===== src/rtl/destuff_pkg.sv =====
// Shared types and defaults for the frame destuffer.
// Holds the FSM encoding and default field widths.
package destuff_pkg;

  localparam int MPT_W_DEF  = 8;
  localparam int DATA_W_DEF = 8;

  typedef enum logic {
    IDLE = 1'b0,
    RUN  = 1'b1
  } state_t;

endpackage


===== src/rtl/ds_pattern_gen.sv =====
// Expected data/stuff marker generator.
// Bresenham-style accumulator spreads cm data slots over pm.
module ds_pattern_gen #(
  parameter int MPT_W = 8
) (
  input  logic             clk,
  input  logic             rst_n,
  input  logic             load,
  input  logic             step,
  input  logic [MPT_W-1:0] pm,
  input  logic [MPT_W-1:0] cm,
  output logic             exp_ds
);

  localparam int AW = MPT_W + 1;

  logic [AW-1:0] acc;
  logic [AW-1:0] sum;

  // acc < pm and cm <= pm, so sum never exceeds 2*pm-1
  assign sum    = acc + AW'(cm);
  assign exp_ds = (sum >= AW'(pm));

  always_ff @(posedge clk or negedge rst_n) begin
    if (!rst_n) begin
      acc <= '0;
    end else if (load) begin
      acc <= '0;
    end else if (step) begin
      acc <= exp_ds ? (sum - AW'(pm)) : sum;
    end
  end

endmodule


===== src/rtl/data_destuffer.sv =====
// Extracts data words from a framed slot stream.
// Checks each slot marker against the expected pm/cm pattern.
module data_destuffer
  import destuff_pkg::*;
#(
  parameter int MPT_W  = MPT_W_DEF,
  parameter int DATA_W = DATA_W_DEF
) (
  input  logic              clk,
  input  logic              rst_n,
  input  logic [MPT_W-1:0]  pm,
  input  logic [MPT_W-1:0]  cm,
  input  logic              sof,
  input  logic              valid_in,
  input  logic              ds_in,
  input  logic [DATA_W-1:0] data_in,
  output logic [DATA_W-1:0] data_out,
  output logic              data_valid,
  output logic              eof_out,
  output logic              frame_ok,
  output logic              err_pattern,
  output logic              err_sof,
  output logic              err_cfg
);

  localparam int AW = MPT_W + 1;

  state_t           state_q;
  state_t           state_d;
  logic [MPT_W-1:0] pm_q;
  logic [MPT_W-1:0] cm_q;
  logic [MPT_W-1:0] slot_cnt;
  logic [MPT_W-1:0] data_cnt;
  logic             err_flag;
  logic             exp_ds;
  logic             cfg_ok;
  logic             slot;
  logic             last;
  logic             mis;
  logic             cnt_ok;

  logic [DATA_W-1:0] dout_d;
  logic              dv_d;
  logic              eof_d;
  logic              ok_d;
  logic              ep_d;
  logic              es_d;
  logic              ec_d;

  assign cfg_ok = (pm != '0) && (cm <= pm);
  assign slot   = (state_q == RUN) && valid_in && !sof;
  assign last   = (slot_cnt == (pm_q - MPT_W'(1)));
  assign mis    = (ds_in != exp_ds);
  assign cnt_ok = ((AW'(data_cnt) + AW'(ds_in)) == AW'(cm_q));

  ds_pattern_gen #(
    .MPT_W (MPT_W)
  ) u_pat (
    .clk    (clk),
    .rst_n  (rst_n),
    .load   (sof & cfg_ok),
    .step   (slot),
    .pm     (pm_q),
    .cm     (cm_q),
    .exp_ds (exp_ds)
  );

  always_ff @(posedge clk or negedge rst_n) begin
    if (!rst_n) begin
      state_q <= IDLE;
    end else begin
      state_q <= state_d;
    end
  end

  // sof wins over any slot on the same cycle, in either state
  always_comb begin
    state_d = state_q;
    unique case (state_q)
      IDLE: begin
        if (sof && cfg_ok) state_d = RUN;
      end
      RUN: begin
        if (sof)               state_d = cfg_ok ? RUN : IDLE;
        else if (slot && last) state_d = IDLE;
      end
      default: state_d = IDLE;
    endcase
  end

  always_comb begin
    dv_d   = slot && ds_in;
    dout_d = dv_d ? data_in : data_out;
    eof_d  = slot && last;
    ok_d   = eof_d && !err_flag && !mis && cnt_ok;
    ep_d   = slot && mis;
    es_d   = sof && (state_q == RUN);
    ec_d   = sof && !cfg_ok;
  end

  always_ff @(posedge clk or negedge rst_n) begin
    if (!rst_n) begin
      pm_q     <= '0;
      cm_q     <= '0;
      slot_cnt <= '0;
      data_cnt <= '0;
      err_flag <= 1'b0;
    end else if (sof) begin
      if (cfg_ok) begin
        pm_q     <= pm;
        cm_q     <= cm;
        slot_cnt <= '0;
        data_cnt <= '0;
        err_flag <= 1'b0;
      end
    end else if (slot) begin
      slot_cnt <= slot_cnt + MPT_W'(1);
      data_cnt <= data_cnt + MPT_W'(ds_in);
      if (mis) err_flag <= 1'b1;
    end
  end

  always_ff @(posedge clk or negedge rst_n) begin
    if (!rst_n) begin
      data_out    <= '0;
      data_valid  <= 1'b0;
      eof_out     <= 1'b0;
      frame_ok    <= 1'b0;
      err_pattern <= 1'b0;
      err_sof     <= 1'b0;
      err_cfg     <= 1'b0;
    end else begin
      data_out    <= dout_d;
      data_valid  <= dv_d;
      eof_out     <= eof_d;
      frame_ok    <= ok_d;
      err_pattern <= ep_d;
      err_sof     <= es_d;
      err_cfg     <= ec_d;
    end
  end

endmodule


===== config.mk =====
export PLATFORM = sky130hd
export DESIGN_NAME = data_destuffer
export DESIGN_NICKNAME = d
export VERILOG_FILES = /design/src/rtl/destuff_pkg.sv /design/src/rtl/ds_pattern_gen.sv /design/src/rtl/data_destuffer.sv
export SDC_FILE = /design/constraint.sdc
export NUM_CORES = 1
export LEC_CHECK = 0
export BUFFER_PORTS_ARGS = -buffer_cell sky130_fd_sc_hd__buf_4
export CAP_MARGIN = 25
export CORE_ASPECT_RATIO = 0.6
export CORE_MARGIN = 2
export CORE_UTILIZATION = 59
export DETAILED_ROUTE_END_ITERATION = 10
export PLACE_DENSITY = 0.8
export SLEW_MARGIN = 20
export SYNTH_ARGS = -nofsm -noshare
export SYNTH_HDL_FRONTEND = slang
export SYNTH_HIERARCHICAL = 1
export SYNTH_SLANG_ARGS = --single-unit
export TNS_END_PERCENT = 20

===== constraint.sdc =====
create_clock -name clk -period 5.33 [get_ports clk]
set_clock_uncertainty 0.15 [all_clocks]
set_input_delay 1.066 -clock clk [delete_from_list [all_inputs] [get_ports clk]]
set_output_delay 1.066 -clock clk [all_outputs]
set_load 0.005 [all_outputs]

==> run summary, run 1 <==
Resize count post-CTS = 0
# rows = 23
Max_cap viols = 0
Nets = 505
WP buf/inv = 1
Num CTS Buffers = 9
Clk Latency, worst-skew pair = 0.35 ns
Max Freq = 0.222 GHz
Placer Congestion = 0.915
Placed cells = 522
I/O pin count = 43
Vias per cell = 5.95
Crit-path slowest cell = dfrtp_1
Non-filler instance count after layout = 537
Crit-path leading delay family = compound AO/OA/AOI/OAI gates
Commonest non-fill, non-tap cell in the layout = dfrtp_1
EDFF count, synth = 0
Multi-input gate area = 2280 µm²
Total power per unit cell area = 502 nW/µm²
Critical path startpoint category = flip-flop
Std-Cell Core Area = 6560 µm²
Routed length per instance = 17.4 µm
Period minus WS final = 4.50 ns
Die X = 110 µm
Max Slew Vio Count = 0
Setup ws final = 0.830 ns
Netlist cell types = 68
Initial cell density of the core = 60.0%
DR pass1 iterations = 5
Worst path required time = 5.42 ns
Yosys warns = 6
Most used DFF post-synth = dfrtp_1
Fraction of registers with async set/reset = 100%
DP HPWL = 7020 µm
First-pass GRT wire length = 15000 µm
Synth Register Bits = 57
Final ANT Viol Nets = 0
Hold/Removal Path Class = reg -> reg
Share of layout cells above drive strength 1 = 21.1%
Crit Path Max Fanout = 11
Post-Syn Nets = 463
Crit Path Class = reg -> reg
Synthesized instance count = 404
Register area share after synthesis = 36.2%
Die ar. = 7370 µm²
CP Capture Type = flip-flop
Syn-to-layout area delta = 13.5%
Die Y = 67.3 µm
Maximum vdd drop = 0.000488 V
Drt total wl = 9340 µm
Antenna violations before repair = 0
H-tree levels = 3
Measured slew at the worst slew-check pin = 0.721 ns
Syn avg cell area = 9.75 µm²
Yosys top cell by area = dfrtp_1
CTS hold repair buffers = 0
Diodes inserted = 0
Synthesized area = 3940 µm²
Most frequent cells in the layout = dfrtp_1, buf_4, nor2_1, inv_1, ha_1
Drc violations = 0
Setup TNS = 0 ns
CTS Root Cell = clkbuf_8
Final setup fails = 0
Final hold viol count = 0
Max incr delay on CP = 0.41 ns
Vias in the first global route = 3019
Place WS = 0.905 ns
Worst path cell trace = ha_1, a211oi_1, nor2_1, o31ai_1, a21boi_0, ha_1, o21a_1, o21ai_0, a32oi_1, nand2_1, and2_4, clkinv_1, xnor2_1, nand2_1, nor4_1, o2111ai_1, nor4_1
Period utilization = 84.4%
Post-CTS Setup Bufs = 0
Status = completed
CTS clk-pin slew, worst paths = 0.07 ns
Final core utilization = 68.1%
Fillers = 509
Max-slew headroom at the worst pin = 51.9%
Largest net degree at the start of global routing = 58
DRT iter0 DRCs = 252
GR Util All Layers = 27.2%
Total power draw = 2.24 mW
Clock Tree Buf Depth = 2
CTS tree = built
CTS sink count = 57
Crit path DAT = 4.59 ns
Synth top area share = 36.2%
Via count = 3197
PortBufs = 42
Setup repair after global routing missed its margin = false
Total grt overflow = 0
P_leak = 2.08 nW
Largest cells by area after synthesis = dfrtp_1, ha_1, xnor2_1
Register area = 1430 µm²
## path summary, 6_finish.rpt
| check | start | slack (ns) | depth (start not counted) | end |
|---|---|---|---|---|
| max | cm_q[1]$_DFFE_PN0P_ | 0.83 | 17 | frame_ok$_DFF_PN0_ |
| min | data_out[5]$_DFFE_PN0P_ | 0.36 | 1 | data_out[5]$_DFFE_PN0P_ |
| max reg2reg | cm_q[1]$_DFFE_PN0P_ | 0.83 | 17 | frame_ok$_DFF_PN0_ |
| min reg2reg | data_out[5]$_DFFE_PN0P_ | 0.36 | 1 | data_out[5]$_DFFE_PN0P_ |
| max in group asynchronous | rst_n | 3.93 | 1 | slot_cnt[4]$_DFFE_PN0P_ |
| min in group asynchronous | rst_n | 0.61 | 1 | data_cnt[4]$_DFFE_PN0P_ |
## sequential cells by signal, indices dropped and copies added (netlist names)
register and count:
u_pat/acc 9, data_cnt 8, slot_cnt 8, data_valid 1, err_sof 1, state_q 1, err_cfg 1, eof_out 1
pm_q 8, cm_q 8, data_out 8, frame_ok 1, err_flag 1, err_pattern 1
## metal layers
layer | up-vias | part of all wire (%) | global-route usage (%)
met3 | 12 | 7.3 | 5.50
met5 | - | 0 | 0
met1 | 1532 | 49 | 39.9
met4 | 0 | 1.4 | 9.18
met2 | 134 | 42 | 40.0
li1 | 1519 | - | -
## layout make-up
type | instances | area share (%)
clock buffers | 12 | 3.69
clock inverters | 3 | 0.336
inverters | 34 | 2.97
multi-input cells | 299 | 51.1
flip-flops and latches | 57 | 31.9
well taps | 87 | 2.43
repair buffers | 45 | 7.56
## logic make-up after synthesis
group / count (synthesis) / synth area share (%)
AND/OR/NAND/NOR: 127 / 16.4
buffers and inverters: 48 / 5.81
adder cells (fa/ha/maj): 30 / 9.91
flip-flops: 57 / 36.2
multiplexers: 30 / 9.37
AO/OA/AOI/OAI: 77 / 14.5
XOR/XNOR: 35 / 7.78
## synthesized netlist by cell type (all sizes together) (4+ instances only)
cell,count
a211o,4
a211oi,4
a21oi,13
and3,4
buf,7
clkbuf,7
dfrtp,57
ha,28
inv,32
mux2,25
mux2i,5
nand2,24
nand2b,6
nand3,9
nand4,10
nor2,37
nor2b,4
nor3,6
nor3b,4
nor4,6
o211ai,4
o21a,4
o21ai,16
or3,7
xnor2,22
xor2,13
## through the flow
stage	area, µm²	hold slack (ns)
after floorplan	3940	0.317
after global placement	4290	0.336
after detailed placement	4290	0.347
after CTS	4470	0.361
after global routing	4470	0.378
final	4470	0.359
## report_power, final
part	leakage (nW)	internal (mW)	total [mW]	switching, mW
Clock	0.0980	0.201	0.375	0.174
Sequential	0.728	0.523	0.605	0.0820
Combinational	1.25	0.549	1.26	0.715
Total	2.08	1.27	2.24	0.970
No activity file was read; power rests on OpenSTA's default activity.
==> inputs of run 2 (changes only) <==
==> constraint.sdc (replaced) <==
create_clock -name clk -period 4.56 [get_ports clk]
set_clock_uncertainty 0.15 [all_clocks]
set_input_delay 0.912 -clock clk [delete_from_list [all_inputs] [get_ports clk]]
set_output_delay 0.912 -clock clk [all_outputs]
set_load 0.005 [all_outputs]
==> run 2 against run 1 <==
Final area is 0.78% higher. Setup slack got worse by 0.42 ns. Die area stayed put. Register-to-register slack got worse by 0.42 ns. Wire length is 2.8% higher. Critical path depth is 3 higher. Sequential power rose by 18%. Via count grew 0.75%. Clock power up 27%. Global-route usage up 1.2 points. Clock-buffer cell count fell by 2. First-iteration DRC count increased by 13%.
==> run summary, run 2 (same netlist as run 1, synthesis figures left out) <==
Crit Path Class = reg -> reg
CTS Root Cell = clkbuf_8
Worst path cell trace = ha_1, inv_1, fa_1, nand2b_1, a21oi_2, nor2_1, xor2_1, inv_1, ha_1, nand4_1, o21ba_2, nand2b_1, mux2i_1, and2_4, clkinv_1, xnor2_2, nand2_1, nor4_2, o2111ai_1, nor4_1
H-tree levels = 3 (unchanged)
Total grt overflow = 0 (unchanged)
Drc violations = 0 (unchanged)
Nets = 506 (+0.20%)
Worst path required time = 4.66 ns (-0.76 ns)
Measured slew at the worst slew-check pin = 0.746 ns (+0.0256 ns)
Total power per unit cell area = 597 nW/µm² (+19%)
Die X = 110 µm (unchanged)
WP buf/inv = 3 (+2)
Critical path startpoint category = flip-flop
Period utilization = 91.1% (+6.6 points)
Max Freq = 0.241 GHz (+8.4%)
Status = completed
Multi-input gate area = 2300 µm² (+0.60%)
Largest net degree at the start of global routing = 58 (unchanged)
GR Util All Layers = 28.3% (+1.2 points)
Antenna violations before repair = 0 (unchanged)
CTS clk-pin slew, worst paths = 0.07 ns (about the same)
CTS sink count = 57 (unchanged)
Max-slew headroom at the worst pin = 50.2% (-1.7 points)
Vias per cell = 5.99 (+0.56%)
Share of layout cells above drive strength 1 = 21.7% (+0.62 points)
CTS hold repair buffers = 0 (unchanged)
Max_cap viols = 0 (unchanged)
Crit-path slowest cell = dfrtp_1
Fillers = 532 (+4.5%)
Max Slew Vio Count = 0 (unchanged)
# rows = 23 (unchanged)
Vias in the first global route = 3063 (+1.5%)
Final setup fails = 0 (unchanged)
DP HPWL = 6990 µm (-0.42%)
P_leak = 2.09 nW (+0.51%)
I/O pin count = 43 (unchanged)
Diodes inserted = 0 (unchanged)
Final hold viol count = 0 (unchanged)
Drt total wl = 9600 µm (+2.8%)
Crit path DAT = 4.25 ns (-0.34 ns)
PortBufs = 42 (unchanged)
Final ANT Viol Nets = 0 (unchanged)
Period minus WS final = 4.15 ns (-0.347 ns)
Maximum vdd drop = 0.000357 V (-27%)
Die ar. = 7370 µm² (unchanged)
Final Instance Area = 4510 µm² (+0.78%)
Setup TNS = 0 ns (unchanged)
Placer Congestion = 0.889 (-2.8%)
Most frequent cells in the layout = dfrtp_1, buf_4, nor2_1, inv_1, ha_1
Routed length per instance = 17.8 µm (+2.6%)
Commonest non-fill, non-tap cell in the layout = dfrtp_1
Crit Path Max Fanout = 5 (-6)
Max incr delay on CP = 0.41 ns (about the same)
Die Y = 67.3 µm (unchanged)
Initial cell density of the core = 60.0% (unchanged)
Setup repair after global routing missed its margin = false
Clock Tree Buf Depth = 2 (unchanged)
Std-Cell Core Area = 6560 µm² (unchanged)
Syn-to-layout area delta = 14.4%
Biggest register = u_pat/acc
Largest register FFs = 9 (unchanged)
First-pass GRT wire length = 15500 µm (+3.8%)
DRT iter0 DRCs = 284 (+13%)
Via count = 3221 (+0.75%)
Register area = 1430 µm² (unchanged)
Crit-path leading delay family = simple AND/OR/NAND/NOR gates
Post-CTS Setup Bufs = 0 (unchanged)
Placed Area = 4300 µm² (+0.18%)
DR pass1 iterations = 5 (unchanged)
Clk Latency, worst-skew pair = 0.34 ns (about the same)
CTS tree = built
Num CTS Buffers = 9 (unchanged)
Hold/Removal Path Class = reg -> reg
CP Capture Type = flip-flop
[run 2: routing by layer]
metal  routed length (µm)  track usage (%)  up-vias
met5                    0                0        -
met4                   87             7.12        0
met3                  716             6.27       12
met2                 4320             44.1      141
met1                 4480             40.5     1549
li1                     -                -     1519
[run 2: cell type report]
| cell class | instances | area share (%) |
|---|---|---|
| Multi-Input combinational cell | 299 | 51.0 |
| Sequential cell | 57 | 31.7 |
| Clock buffer | 10 | 3.05 |
| Tap cell | 87 | 2.42 |
| Timing Repair Buffer | 46 | 7.66 |
| Inverter | 34 | 2.94 |
| Clock inverter | 5 | 1.25 |
[run 2: what timing repair did]
item,4_1_cts,5_1_grt
endpoints found under the setup margin,0,1
gates resized for setup,0,2
endpoints found under the hold margin,0,0
[run 2: through the flow]
step | utilization [%] | hold slack [ns] | power (mW) | cells | worst slack [ns]
after floorplan | - | 0.317 | 1.79 | 404 | 0.785
after global placement | 65.5 | 0.335 | 2.13 | 523 | 0.590
after detailed placement | 65.5 | 0.351 | 2.16 | 523 | 0.355
after CTS | 68.5 | 0.365 | 2.65 | 538 | 0.337
after global routing | 68.7 | 0.376 | 2.88 | 538 | 0.0584
final | 68.7 | 0.362 | 2.69 | 538 | 0.408
[run 2: worst reg2reg max path: cells and delay by family (launching register included)]
family,cells,cell delay [ns]
and+or+nand+nor,8,1.17
adders and majority gates,3,0.96
AOI/OAI and AO/OA,3,0.54
DFF,1,0.41
xor gates and xnor gates,2,0.40
buffers and inverters,3,0.26
muxes,1,0.19
[run 2: worst paths after layout]
| check | start | to | slack [ns] | cells past startpoint |
|---|---|---|---|---|
| max in group asynchronous | rst_n | u_pat/acc[7]$_DFFE_PN0P_ | 3.28 | 1 |
| min reg2reg | data_out[4]$_DFFE_PN0P_ | data_out[4]$_DFFE_PN0P_ | 0.36 | 1 |
| min in group asynchronous | rst_n | data_cnt[3]$_DFFE_PN0P_ | 0.48 | 1 |
| min | data_out[4]$_DFFE_PN0P_ | data_out[4]$_DFFE_PN0P_ | 0.36 | 1 |
| max reg2reg | cm_q[0]$_DFFE_PN0P_ | frame_ok$_DFF_PN0_ | 0.41 | 20 |
| max | cm_q[0]$_DFFE_PN0P_ | frame_ok$_DFF_PN0_ | 0.41 | 20 |
[run 2: power by group]
part	total [mW]	switching (mW)	internal [mW]	leakage [nW]
Sequential	0.712	0.101	0.611	0.728
Clock	0.475	0.212	0.263	0.0981
Combinational	1.50	0.838	0.665	1.26
==> inputs of run 3 (changes only) <==
--- a/config.mk
+++ b/config.mk
@@ -11,6 +11,7 @@
 export CORE_MARGIN = 2
 export CORE_UTILIZATION = 59
 export DETAILED_ROUTE_END_ITERATION = 10
+export MAX_ROUTING_LAYER = met4
 export PLACE_DENSITY = 0.8
 export SLEW_MARGIN = 20
 export SYNTH_ARGS = -nofsm -noshare
==> run 3 against run 2 <==
Setup slack worse by 0.061 ns. Non-clock buffer count up 1. Combinational power hardly changed. Total power increased by 1.7%. Core utilization increased by 0.42 points. Clock power rose by 5.5%. Sequential power barely moved. Maximum frequency is 1.4% lower. Sequential cell count unchanged. First-iteration DRC count down 2.8%. Largest cell class unchanged.
==> run summary, run 3 (same netlist as run 1, synthesis figures left out) <==
Crit-path leading delay family = simple AND/OR/NAND/NOR gates
Period minus WS final = 4.21 ns (+0.0605 ns)
CTS clk-pin slew, worst paths = 0.08 ns (about the same)
Total power draw = 2.74 mW (+1.7%)
Crit Path Max Fanout = 5 (unchanged)
WP buf/inv = 3 (unchanged)
Nets = 507 (+0.20%)
Pint = 1.57 mW (+1.9%)
Drc violations = 0 (unchanged)
Routed length per instance = 18.0 µm (+0.86%)
Max-slew headroom at the worst pin = 51.7% (+1.5 points)
Max Slew Vio Count = 0 (unchanged)
Most frequent cells in the layout = dfrtp_1, buf_4, nor2_1, inv_1, ha_1
Total power per unit cell area = 603 nW/µm² (+1.1%)
Max_cap viols = 0 (unchanged)
Max Freq = 0.237 GHz (-1.4%)
CP Capture Type = flip-flop
Die ar. = 7370 µm² (unchanged)
Worst path cell trace = ha_1, inv_1, fa_1, nand2b_1, a21oi_2, nor2_1, xor2_1, inv_1, ha_1, nand4_1, o21ba_2, nand2b_1, mux2i_1, and2_4, clkinv_1, xnor2_2, nand2_1, nor4_1, o2111ai_1, nor4_2
Non-filler instance count after layout = 540 (+0.37%)
Period utilization = 92.4% (+1.3 points)
Final hold viol count = 0 (unchanged)
Maximum vdd drop = 0.000331 V (-7.4%)
GR Util All Layers = 29.2% (+0.91 points)
Placer Congestion = 0.906 (+2.0%)
Die X = 110 µm (unchanged)
Measured slew at the worst slew-check pin = 0.725 ns (-0.0218 ns)
Status = completed
Setup TNS = 0 ns (unchanged)
CTS tree = built
Placed cells = 523 (unchanged)
P_leak = 2.11 nW (+0.76%)
DR pass1 iterations = 6 (+1)
Switching power = 1.17 mW (+1.3%)
Antenna violations before repair = 0 (unchanged)
PortBufs = 42 (unchanged)
Total grt overflow = 0 (unchanged)
Initial cell density of the core = 60.0% (unchanged)
# rows = 23 (unchanged)
Clk pwr share = 18.3% (+0.6 points)
Drt total wl = 9720 µm (+1.2%)
Syn-to-layout area delta = 15.1%
DRT iter0 DRCs = 276 (-2.8%)
Worst path required time = 4.66 ns (about the same)
H-tree levels = 3 (unchanged)
Clk Latency, worst-skew pair = 0.35 ns (about the same)
CTS sink count = 57 (unchanged)
Final setup fails = 0 (unchanged)
Critical path startpoint category = flip-flop
Combinational fraction of design power = 55.7% (-0.2 points)
Largest net degree at the start of global routing = 58 (unchanged)
Clock Tree Buf Depth = 2 (unchanged)
Sw Share = 42.6% (-0.15 points)
Crit-path slowest cell = fa_1
Max incr delay on CP = 0.41 ns (about the same)
First-pass GRT wire length = 15400 µm (-0.71%)
Via count = 3247 (+0.81%)
Commonest non-fill, non-tap cell in the layout = dfrtp_1
Setup repair after global routing missed its margin = false
Num CTS Buffers = 9 (unchanged)
Std-Cell Core Area = 6560 µm² (unchanged)
I/O pin count = 43 (unchanged)
Biggest register = u_pat/acc
Share of layout cells above drive strength 1 = 22.1% (+0.35 points)
Sequential power share = 26.0% (-0.5 points)
Vias per cell = 6.01 (+0.43%)
Crit Path Class = reg -> reg
DP HPWL = 7080 µm (+1.2%)
Final ANT Viol Nets = 0 (unchanged)
Diodes inserted = 0 (unchanged)
CTS Root Cell = clkbuf_8
Crit path DAT = 4.31 ns (+0.06 ns)
Die Y = 67.3 µm (unchanged)
Vias in the first global route = 3022 (-1.3%)
Hold/Removal Path Class = reg -> reg
Largest register FFs = 9 (unchanged)
Fillers = 504 (-5.3%)
-- run 3: changes by cell type in the layout (fill, tap and decap cells not counted), sizes merged --
cell | previous run | this run
clkbuf | 10 | 12
buf | 46 | 47
clkinv | 5 | 4
-- run 3: per-layer routing --
layer  part of all wire [%]  routed length, µm  track usage [%]
met1                     47               4540             39.9
met4                    1.1                107             9.18
met3                    7.6                743             5.89
met5                      0                  0                -
met2                     44               4320             44.2
-- run 3: worst register-to-register path, delay by kind of cell, from the launching register on --
family | cells | cell delay (ns)
AO/OA/AOI/OAI | 3 | 0.55
XOR/XNOR | 2 | 0.39
adder cells (fa/ha/maj) | 3 | 0.98
buffers and inverters | 3 | 0.27
flip-flops | 1 | 0.40
multiplexers | 1 | 0.17
AND/OR/NAND/NOR | 8 | 1.23
-- run 3: final timing paths --
| kind | from | to | slack, ns | depth (start not counted) |
|---|---|---|---|---|
| max in group asynchronous | rst_n | u_pat/acc[6]$_DFFE_PN0P_ | 3.30 | 1 |
| min in group asynchronous | rst_n | data_cnt[4]$_DFFE_PN0P_ | 0.47 | 1 |
| worst max register to register | cm_q[0]$_DFFE_PN0P_ | frame_ok$_DFF_PN0_ | 0.35 | 20 |
| worst min register to register | data_out[3]$_DFFE_PN0P_ | data_out[3]$_DFFE_PN0P_ | 0.36 | 1 |
| worst min-delay path | data_out[3]$_DFFE_PN0P_ | data_out[3]$_DFFE_PN0P_ | 0.36 | 1 |
| worst max-delay path | cm_q[0]$_DFFE_PN0P_ | frame_ok$_DFF_PN0_ | 0.35 | 20 |
-- run 3: repair_timing --
item	in CTS	in global routing
gates resized for setup	0	3
hold buffers	0	0
endpoints found under the setup margin	0	1
buffers inserted	0	1
-- run 3: power by group through the flow --
stage / logic, mW / registers (mW) / clock network, mW
global placement: 1.42 / 0.710 / 0
global route: 1.67 / 0.723 / 0.523
CTS: 1.46 / 0.709 / 0.502
floorplan: 1.10 / 0.690 / 0
detailed placement: 1.45 / 0.718 / 0
finish: 1.52 / 0.712 / 0.501
-- run 3: through the flow --
step | area, µm² | utilization, % | worst slack, ns | hold WS [ns]
after detailed placement | 4300 | 65.5 | 0.420 | 0.346
after CTS | 4500 | 68.6 | 0.337 | 0.362
after global routing | 4530 | 69.1 | 0.0171 | 0.376
final | 4530 | 69.1 | 0.347 | 0.360
after global placement | 4300 | 65.5 | 0.593 | 0.335
after floorplan | 3940 | - | 0.785 | 0.317
-- run 3: layout make-up --
type                            count  area [µm²]  area share, %
Inverter                           34         133           2.93
Multi-Input combinational cell    299        2310           50.9
Timing Repair Buffer               47         353           7.78
Tap cell                           87         109           2.40
Sequential cell                    57        1430           31.5
Clock inverter                      4        51.3           1.13
Clock buffer                       12         155           3.42
